--- config.mk ---
export PLATFORM = sky130hd
export DESIGN_NAME = stdout_hex_tx
export DESIGN_NICKNAME = d
export VERILOG_FILES = /design/src/rtl/toy_pkg.sv /design/src/rtl/uart_tx_byte.sv /design/src/rtl/stdout_hex_tx.sv
export SDC_FILE = /design/constraint.sdc
export NUM_CORES = 1
export LEC_CHECK = 0
export BUFFER_PORTS_ARGS = -buffer_cell sky130_fd_sc_hd__buf_4
export CAP_MARGIN = 20
export CORE_MARGIN = 2
export CORE_UTILIZATION = 25
export DETAILED_ROUTE_END_ITERATION = 16
export PLACE_DENSITY = 0.5
export SLEW_MARGIN = 20
export SYNTH_ARGS = -nofsm -noshare
export SYNTH_HDL_FRONTEND = slang
export SYNTH_SLANG_ARGS = --single-unit
--- constraint.sdc ---
create_clock -name clk_i -period 7.4 [get_ports clk_i]
set_clock_uncertainty 0.2 [all_clocks]
set_input_delay 0.74 -clock clk_i [delete_from_list [all_inputs] [get_ports clk_i]]
set_output_delay 0.74 -clock clk_i [all_outputs]
set_load 0.03 [all_outputs]
--- src/rtl/toy_pkg.sv ---
// Shared constants, serializer state type and ASCII helpers for the stdout hex printer.
package toy_pkg;

    localparam logic [7:0] ASCII_CR = 8'h0D;
    localparam logic [7:0] ASCII_LF = 8'h0A;
    localparam int unsigned HEX_CHARS_PER_WORD = 4;

    // Four hex digits followed by CR and LF.
    localparam int unsigned CHARS_PER_WORD = HEX_CHARS_PER_WORD + 2;
    localparam logic [2:0] LAST_CHAR_IDX = 3'(CHARS_PER_WORD - 1);

    typedef enum logic [1:0] {
        StIdle,
        StStart,
        StData,
        StStop
    } tx_state_e;

    // Uppercase ASCII for one hex nibble.
    function automatic logic [7:0] hex_ascii(input logic [3:0] nib);
        if (nib < 4'd10) begin
            return 8'h30 + {4'h0, nib};
        end
        return 8'h37 + {4'h0, nib};
    endfunction

    // Character idx (0..5) of the printed form of word: four nibbles MSB first, CR, LF.
    function automatic logic [7:0] word_char(input logic [15:0] word, input logic [2:0] idx);
        case (idx)
            3'd0:    return hex_ascii(word[15:12]);
            3'd1:    return hex_ascii(word[11:8]);
            3'd2:    return hex_ascii(word[7:4]);
            3'd3:    return hex_ascii(word[3:0]);
            3'd4:    return ASCII_CR;
            default: return ASCII_LF;
        endcase
    endfunction

endpackage

--- src/rtl/uart_tx_byte.sv ---
// 8N1 UART byte transmitter with a val/rdy byte input; frames chain without gaps.
module uart_tx_byte
    import toy_pkg::*;
#(
    parameter int unsigned CLK_DIV = 868
) (
    input  logic       clk_i,
    input  logic       rst_n,
    input  logic       val_i,
    input  logic [7:0] data_i,
    output logic       rdy_o,
    output logic       tx_o
);

    localparam int unsigned CntW = (CLK_DIV > 1) ? $clog2(CLK_DIV) : 1;
    localparam logic [CntW-1:0] CntMax = CntW'(CLK_DIV - 1);

    tx_state_e       state_q;
    logic [CntW-1:0] cnt_q;
    logic [2:0]      bit_idx_q;
    logic [7:0]      shift_q;
    logic            tx_q;
    logic            cnt_zero;

    assign cnt_zero = (cnt_q == '0);
    // A byte is taken when idle, or on the last cycle of a stop bit so frames abut.
    assign rdy_o    = (state_q == StIdle) || ((state_q == StStop) && cnt_zero);
    assign tx_o     = tx_q;

    // Serializer FSM: start bit, 8 data bits LSB first, stop bit, each CLK_DIV cycles.
    always_ff @(posedge clk_i or negedge rst_n) begin
        if (!rst_n) begin
            state_q   <= StIdle;
            cnt_q     <= '0;
            bit_idx_q <= '0;
            shift_q   <= '0;
            tx_q      <= 1'b1;
        end else begin
            case (state_q)
                StIdle: begin
                    if (val_i) begin
                        state_q <= StStart;
                        cnt_q   <= CntMax;
                        shift_q <= data_i;
                        tx_q    <= 1'b0;
                    end
                end
                StStart: begin
                    if (cnt_zero) begin
                        state_q   <= StData;
                        cnt_q     <= CntMax;
                        bit_idx_q <= '0;
                        tx_q      <= shift_q[0];
                        shift_q   <= {1'b0, shift_q[7:1]};
                    end else begin
                        cnt_q <= cnt_q - CntW'(1);
                    end
                end
                StData: begin
                    if (cnt_zero) begin
                        cnt_q <= CntMax;
                        if (bit_idx_q == 3'd7) begin
                            state_q   <= StStop;
                            bit_idx_q <= '0;
                            tx_q      <= 1'b1;
                        end else begin
                            bit_idx_q <= bit_idx_q + 3'd1;
                            tx_q      <= shift_q[0];
                            shift_q   <= {1'b0, shift_q[7:1]};
                        end
                    end else begin
                        cnt_q <= cnt_q - CntW'(1);
                    end
                end
                StStop: begin
                    if (cnt_zero) begin
                        if (val_i) begin
                            state_q <= StStart;
                            cnt_q   <= CntMax;
                            shift_q <= data_i;
                            tx_q    <= 1'b0;
                        end else begin
                            state_q <= StIdle;
                        end
                    end else begin
                        cnt_q <= cnt_q - CntW'(1);
                    end
                end
                default: begin
                    state_q <= StIdle;
                    tx_q    <= 1'b1;
                end
            endcase
        end
    end

endmodule

--- src/rtl/stdout_hex_tx.sv ---
// Prints each accepted 16-bit word as "HHHH\r\n" on a UART line, with a one-word holding buffer.
module stdout_hex_tx
    import toy_pkg::*;
#(
    parameter int unsigned CLK_DIV = 868
) (
    input  logic        clk_i,
    input  logic        rst_n,
    input  logic        stdout_val_i,
    input  logic [15:0] stdout_data_i,
    output logic        stdout_rdy_o,
    output logic        tx_o,
    output logic        busy_o
);

    logic        rdy_en_q;
    logic        act_valid_q, act_valid_d;
    logic [15:0] act_word_q, act_word_d;
    logic [2:0]  char_idx_q, char_idx_d;
    logic        lf_busy_q, lf_busy_d;
    logic        hold_full_q, hold_full_d;
    logic [15:0] hold_word_q, hold_word_d;

    logic        char_val;
    logic        char_rdy;
    logic [7:0]  char_byte;
    logic        accept;
    logic        lf_done;

    assign stdout_rdy_o = rdy_en_q & ~hold_full_q;
    assign accept       = stdout_val_i & stdout_rdy_o;
    assign busy_o       = act_valid_q | hold_full_q;
    // While the LF is on the line the serializer is only ready at the end of its stop bit.
    assign lf_done      = lf_busy_q & char_rdy;

    // Next character: from the active word, or the held word's first digit once LF completes.
    always_comb begin
        char_val  = 1'b0;
        char_byte = ASCII_LF;
        if (act_valid_q && !lf_busy_q) begin
            char_val  = 1'b1;
            char_byte = word_char(act_word_q, char_idx_q);
        end else if (lf_busy_q && hold_full_q) begin
            char_val  = 1'b1;
            char_byte = word_char(hold_word_q, 3'd0);
        end
    end

    // Word sequencing: character index, LF completion, hand-off and acceptance.
    always_comb begin
        act_valid_d = act_valid_q;
        act_word_d  = act_word_q;
        char_idx_d  = char_idx_q;
        lf_busy_d   = lf_busy_q;
        hold_full_d = hold_full_q;
        hold_word_d = hold_word_q;

        if (lf_done) begin
            lf_busy_d = 1'b0;
            if (hold_full_q) begin
                // Held word's first digit is taken by the serializer on this same edge.
                act_valid_d = 1'b1;
                act_word_d  = hold_word_q;
                hold_full_d = 1'b0;
                char_idx_d  = 3'd1;
            end else begin
                act_valid_d = 1'b0;
            end
        end else if (char_val && char_rdy) begin
            if (char_idx_q == LAST_CHAR_IDX) begin
                lf_busy_d  = 1'b1;
                char_idx_d = '0;
            end else begin
                char_idx_d = char_idx_q + 3'd1;
            end
        end

        if (accept) begin
            if (!act_valid_d && !hold_full_d) begin
                act_valid_d = 1'b1;
                act_word_d  = stdout_data_i;
                char_idx_d  = '0;
            end else begin
                hold_full_d = 1'b1;
                hold_word_d = stdout_data_i;
            end
        end
    end

    // Sequencing state; ready is held off until the first edge after reset release.
    always_ff @(posedge clk_i or negedge rst_n) begin
        if (!rst_n) begin
            rdy_en_q    <= 1'b0;
            act_valid_q <= 1'b0;
            act_word_q  <= '0;
            char_idx_q  <= '0;
            lf_busy_q   <= 1'b0;
            hold_full_q <= 1'b0;
            hold_word_q <= '0;
        end else begin
            rdy_en_q    <= 1'b1;
            act_valid_q <= act_valid_d;
            act_word_q  <= act_word_d;
            char_idx_q  <= char_idx_d;
            lf_busy_q   <= lf_busy_d;
            hold_full_q <= hold_full_d;
            hold_word_q <= hold_word_d;
        end
    end

    uart_tx_byte #(
        .CLK_DIV(CLK_DIV)
    ) u_uart_tx_byte (
        .clk_i (clk_i),
        .rst_n (rst_n),
        .val_i (char_val),
        .data_i(char_byte),
        .rdy_o (char_rdy),
        .tx_o  (tx_o)
    );

endmodule

==> impl_results.md <==
* ANT cells at 0
* Critical path's slowest cell: nor2_2
* Endpoint class of the critical path: register
* Congestion Overflow GR at 0
* Synth warn at 0
* Critical Path AT at between 3000 and 4000 ps
* Via density at ~5
* Post-synthesis sequential area ratio at 41.8%
* Post-synthesis instance area at 0.00371 mm²
* Crit path max fanout at 16
* Final hold viol count at 0
* Final Core Density at between 20% and 30%
* Routability Congestion at 0.839
* Slew @ Worst Pin at a little over 900 ps
* Critical path cell sequence: inv_1, ha_1, or4b_1, nor3_4, a21oi_1, nor2_2, a21oi_1, a21oi_1
* Reg2Reg Capture Point: act_word_q[13]
* Total clock sinks at 62
* Max Slew Vio Count at 0
* Synth area leaders: dfrtp_1 41%, a21oi_1 8.2%, nand2_1 4.5%
* Die area at 0.0158 mm²
* CP bufs+invs at 1
* Synth unique cells at 57
* Number of synthesized flops with an enable pin at 0
* Clock power frac at 53.1%
* First-pass GRT wire length at 15500 µm
* Flops & latches, synth at 62
* NetSw at approximately 190 µW
* CTS tree: built
* Clk pin slew, worst setup/hold paths at 60 ps
* Final #Nets at ~470
* Max VDD drop at 121 µV
* Pwr dens at 205 mW/mm²
* LEAKAGE at 0.00186 µW
* Part of the cycle the worst path needs at a little over two fifths
* CP endpoint: act_word_q[13]
* Via count at roughly 3100
* Dpl hpwl at 6450 µm
* Crit Path Category: register to register
* R2R Setup Slk at 4260 ps
* RSZ-0062 raised after global routing: no
* Share of cells above drive strength 1 at 13.2%
* Period minus WS final at roughly 3100 ps
* Resized Gates After CTS at 0
* Start point of the critical path: u_uart_tx_byte.cnt_q[0]
* Worst skew pair latency at 330 ps
* Die Y at 126 µm
* Initial DRC Count at ~250
* Std cell rows at 44
* Cell mode on critical path: a21oi_1
* Post-CTS setup buffer count at 0
* Port Buffers at 21
* Sw Ratio at 21.0%
* Starting Density at about a quarter
* CP max stage delay at 630 ps
* Final setup violation count at 0
* Post-Syn Nets at 455
* P_int at 704 µW
* Mapped Cells at 423
* Post-Syn Area per Cell at 8.78 µm²
* Vias in the first global route at 3079
* Slew headroom at 38.4%
* Pin count of the biggest net entering global routing at 63
* Post-synth top area share at 41.1%
* Routed WL at 9190 µm
* Area Overhead vs Synth at 16.7%
* Tot Pwr at 890 µW
* Core ar. at about 0.015 mm²
* Die Wd at 126 µm
* Crit. path cell count at 8
* Dominant synthesized flop cell: dfrtp_1
* Min-Delay Path Class: register to register
* Root Buffer: clkbuf_16
* Final ANT Viol Nets at 0
* Commonest non-fill, non-tap cells in the layout: 61 x a21oi_1, 61 x dfrtp_1, 45 x nand2_1
* Setup tns final at 0 ps
* First-pass detailed-route iteration total at 4
* Hold Buf Count CTS at 0
* Initial antenna violation count at 0
* Worst path required time at about 7500 ps
* Synth area leader: dfrtp_1
* Combinational share of power at 5.4%
* TritonCTS Buffers at 9
* Async SR Flop Fraction at 100%
* WL/cell at 14.8 µm
* GRT Overall Usage at 12.0%
* Clock Tree Buf Depth at 2
* Maxcap violations at 0
* Fmax at between 0.3 and 0.4 GHz
* H-tree depth at 3
* FF-to-FF Start: u_uart_tx_byte.cnt_q[0]
* Reg2Reg Depth at 8
* Top Ports at 22
* Delay-heaviest family, CP: simple AND/OR/NAND/NOR gates
* Setup crit start kind: register
* Status: completed
* DRC viols at 0
* Flop pwr share at 41.5%
[Yosys cell counts, types with 2 or more instances]
master	instances
and2_1	3
a31oi_1	3
xnor2_1	5
a211oi_1	7
a211o_1	2
nand2_1	45
clkbuf_1	14
mux2_4	6
nor2_1	43
o211ai_1	3
nand2b_1	4
buf_6	2
ha_1	13
a32o_1	4
o22a_1	5
o32ai_1	2
a21boi_0	4
nor2b_1	6
a21oi_1	61
nor4_1	2
a311oi_1	2
nor2_2	2
mux2_2	9
buf_2	4
dfrtp_1	61
o21ai_0	32
a22oi_1	3
nand3_1	4
nor3_1	10
o31ai_1	7
o41ai_1	2
o22ai_1	4
inv_1	21
or3_1	5
[per-stage QoR]
| step | std cells | area (µm²) | hold WS [ps] | setup slack [ps] |
|---|---|---|---|---|
| 3_5_place_dp | 607 | 4000 | 269 | 4190 |
| 5_1_grt | 623 | 4330 | 300 | 3940 |
| 4_1_cts | 623 | 4330 | 277 | 4150 |
| 6_report | 623 | 4330 | 270 | 4260 |
| 3_3_place_gp | 607 | 4000 | 272 | 4300 |
| 2_1_floorplan | 423 | 3710 | 244 | 4770 |
[flip-flops by register name, summed over array words and instances (netlist names)]
register	flops
act_valid_q	1
act_word_q	16
char_idx_q	3
hold_full_q	1
hold_word_q	16
lf_busy_q	1
rdy_en_q	1
u_uart_tx_byte.bit_idx_q	3
u_uart_tx_byte.cnt_q	10
u_uart_tx_byte.shift_q	7
u_uart_tx_byte.state_q	2
u_uart_tx_byte.tx_o	1
[routing by layer]
layer  up-vias  track usage, %  part of all wire, %
met5         -               0                    0
met4         0            4.27                  1.7
met1      1496            16.0                   47
li1       1549               -                    -
met3        13            2.68                  4.5
met2        69            19.2                   46
[worst min path at each step]
stage                               from                   endpoint  slack (ps)  cells after the start
5_1_grt              u_uart_tx_byte.tx_o        u_uart_tx_byte.tx_o         300                      2
6_report             u_uart_tx_byte.tx_o        u_uart_tx_byte.tx_o         270                      2
2_1_floorplan                      rst_n                act_valid_q         240                      0
4_1_cts              u_uart_tx_byte.tx_o        u_uart_tx_byte.tx_o         280                      2
3_5_place_dp         u_uart_tx_byte.tx_o        u_uart_tx_byte.tx_o         270                      2
3_3_place_gp   u_uart_tx_byte.shift_q[5]  u_uart_tx_byte.shift_q[5]         270                      2
[power by group through the flow]
| stage | sequential, µW | clock (µW) | combinational, µW |
|---|---|---|---|
| floorplan | 370 | 0 | 28.7 |
| global placement | 375 | 0 | 48.3 |
| detailed placement | 375 | 0 | 48.8 |
| CTS | 370 | 482 | 49.0 |
| global route | 372 | 497 | 55.1 |
| finish | 370 | 472 | 48.1 |
[worst reg2reg max path, delay by kind of cell (launching register included)]
| family | cells | cell delay, ps |
|---|---|---|
| simple gates | 3 | 1600 |
| compound gates | 3 | 620 |
| flops | 1 | 400 |
| fa+ha+maj | 1 | 170 |
| buf+inv | 1 | 70 |
[cell type report]
class                   instances  area [µm²]
fillers                      1561       10200
multi-input cells             318        1980
flip-flops and latches         62        1550
clock buffers                  13         270
well taps                     184         230
repair buffers                 21         158
inverters                      22        82.6
clock inverters                 3        65.1
[logic make-up after synthesis]
logic type               synth area share [%]
adder cells (fa/ha/maj)                  4.38
AND/OR/NAND/NOR                          16.3
flip-flops                               41.8
buffers and inverters                    4.99
XOR/XNOR                                 1.18
other                                   0.101
AO/OA/AOI/OAI                            25.8
multiplexers                             5.42
No activity file was read; power rests on OpenSTA's default activity.
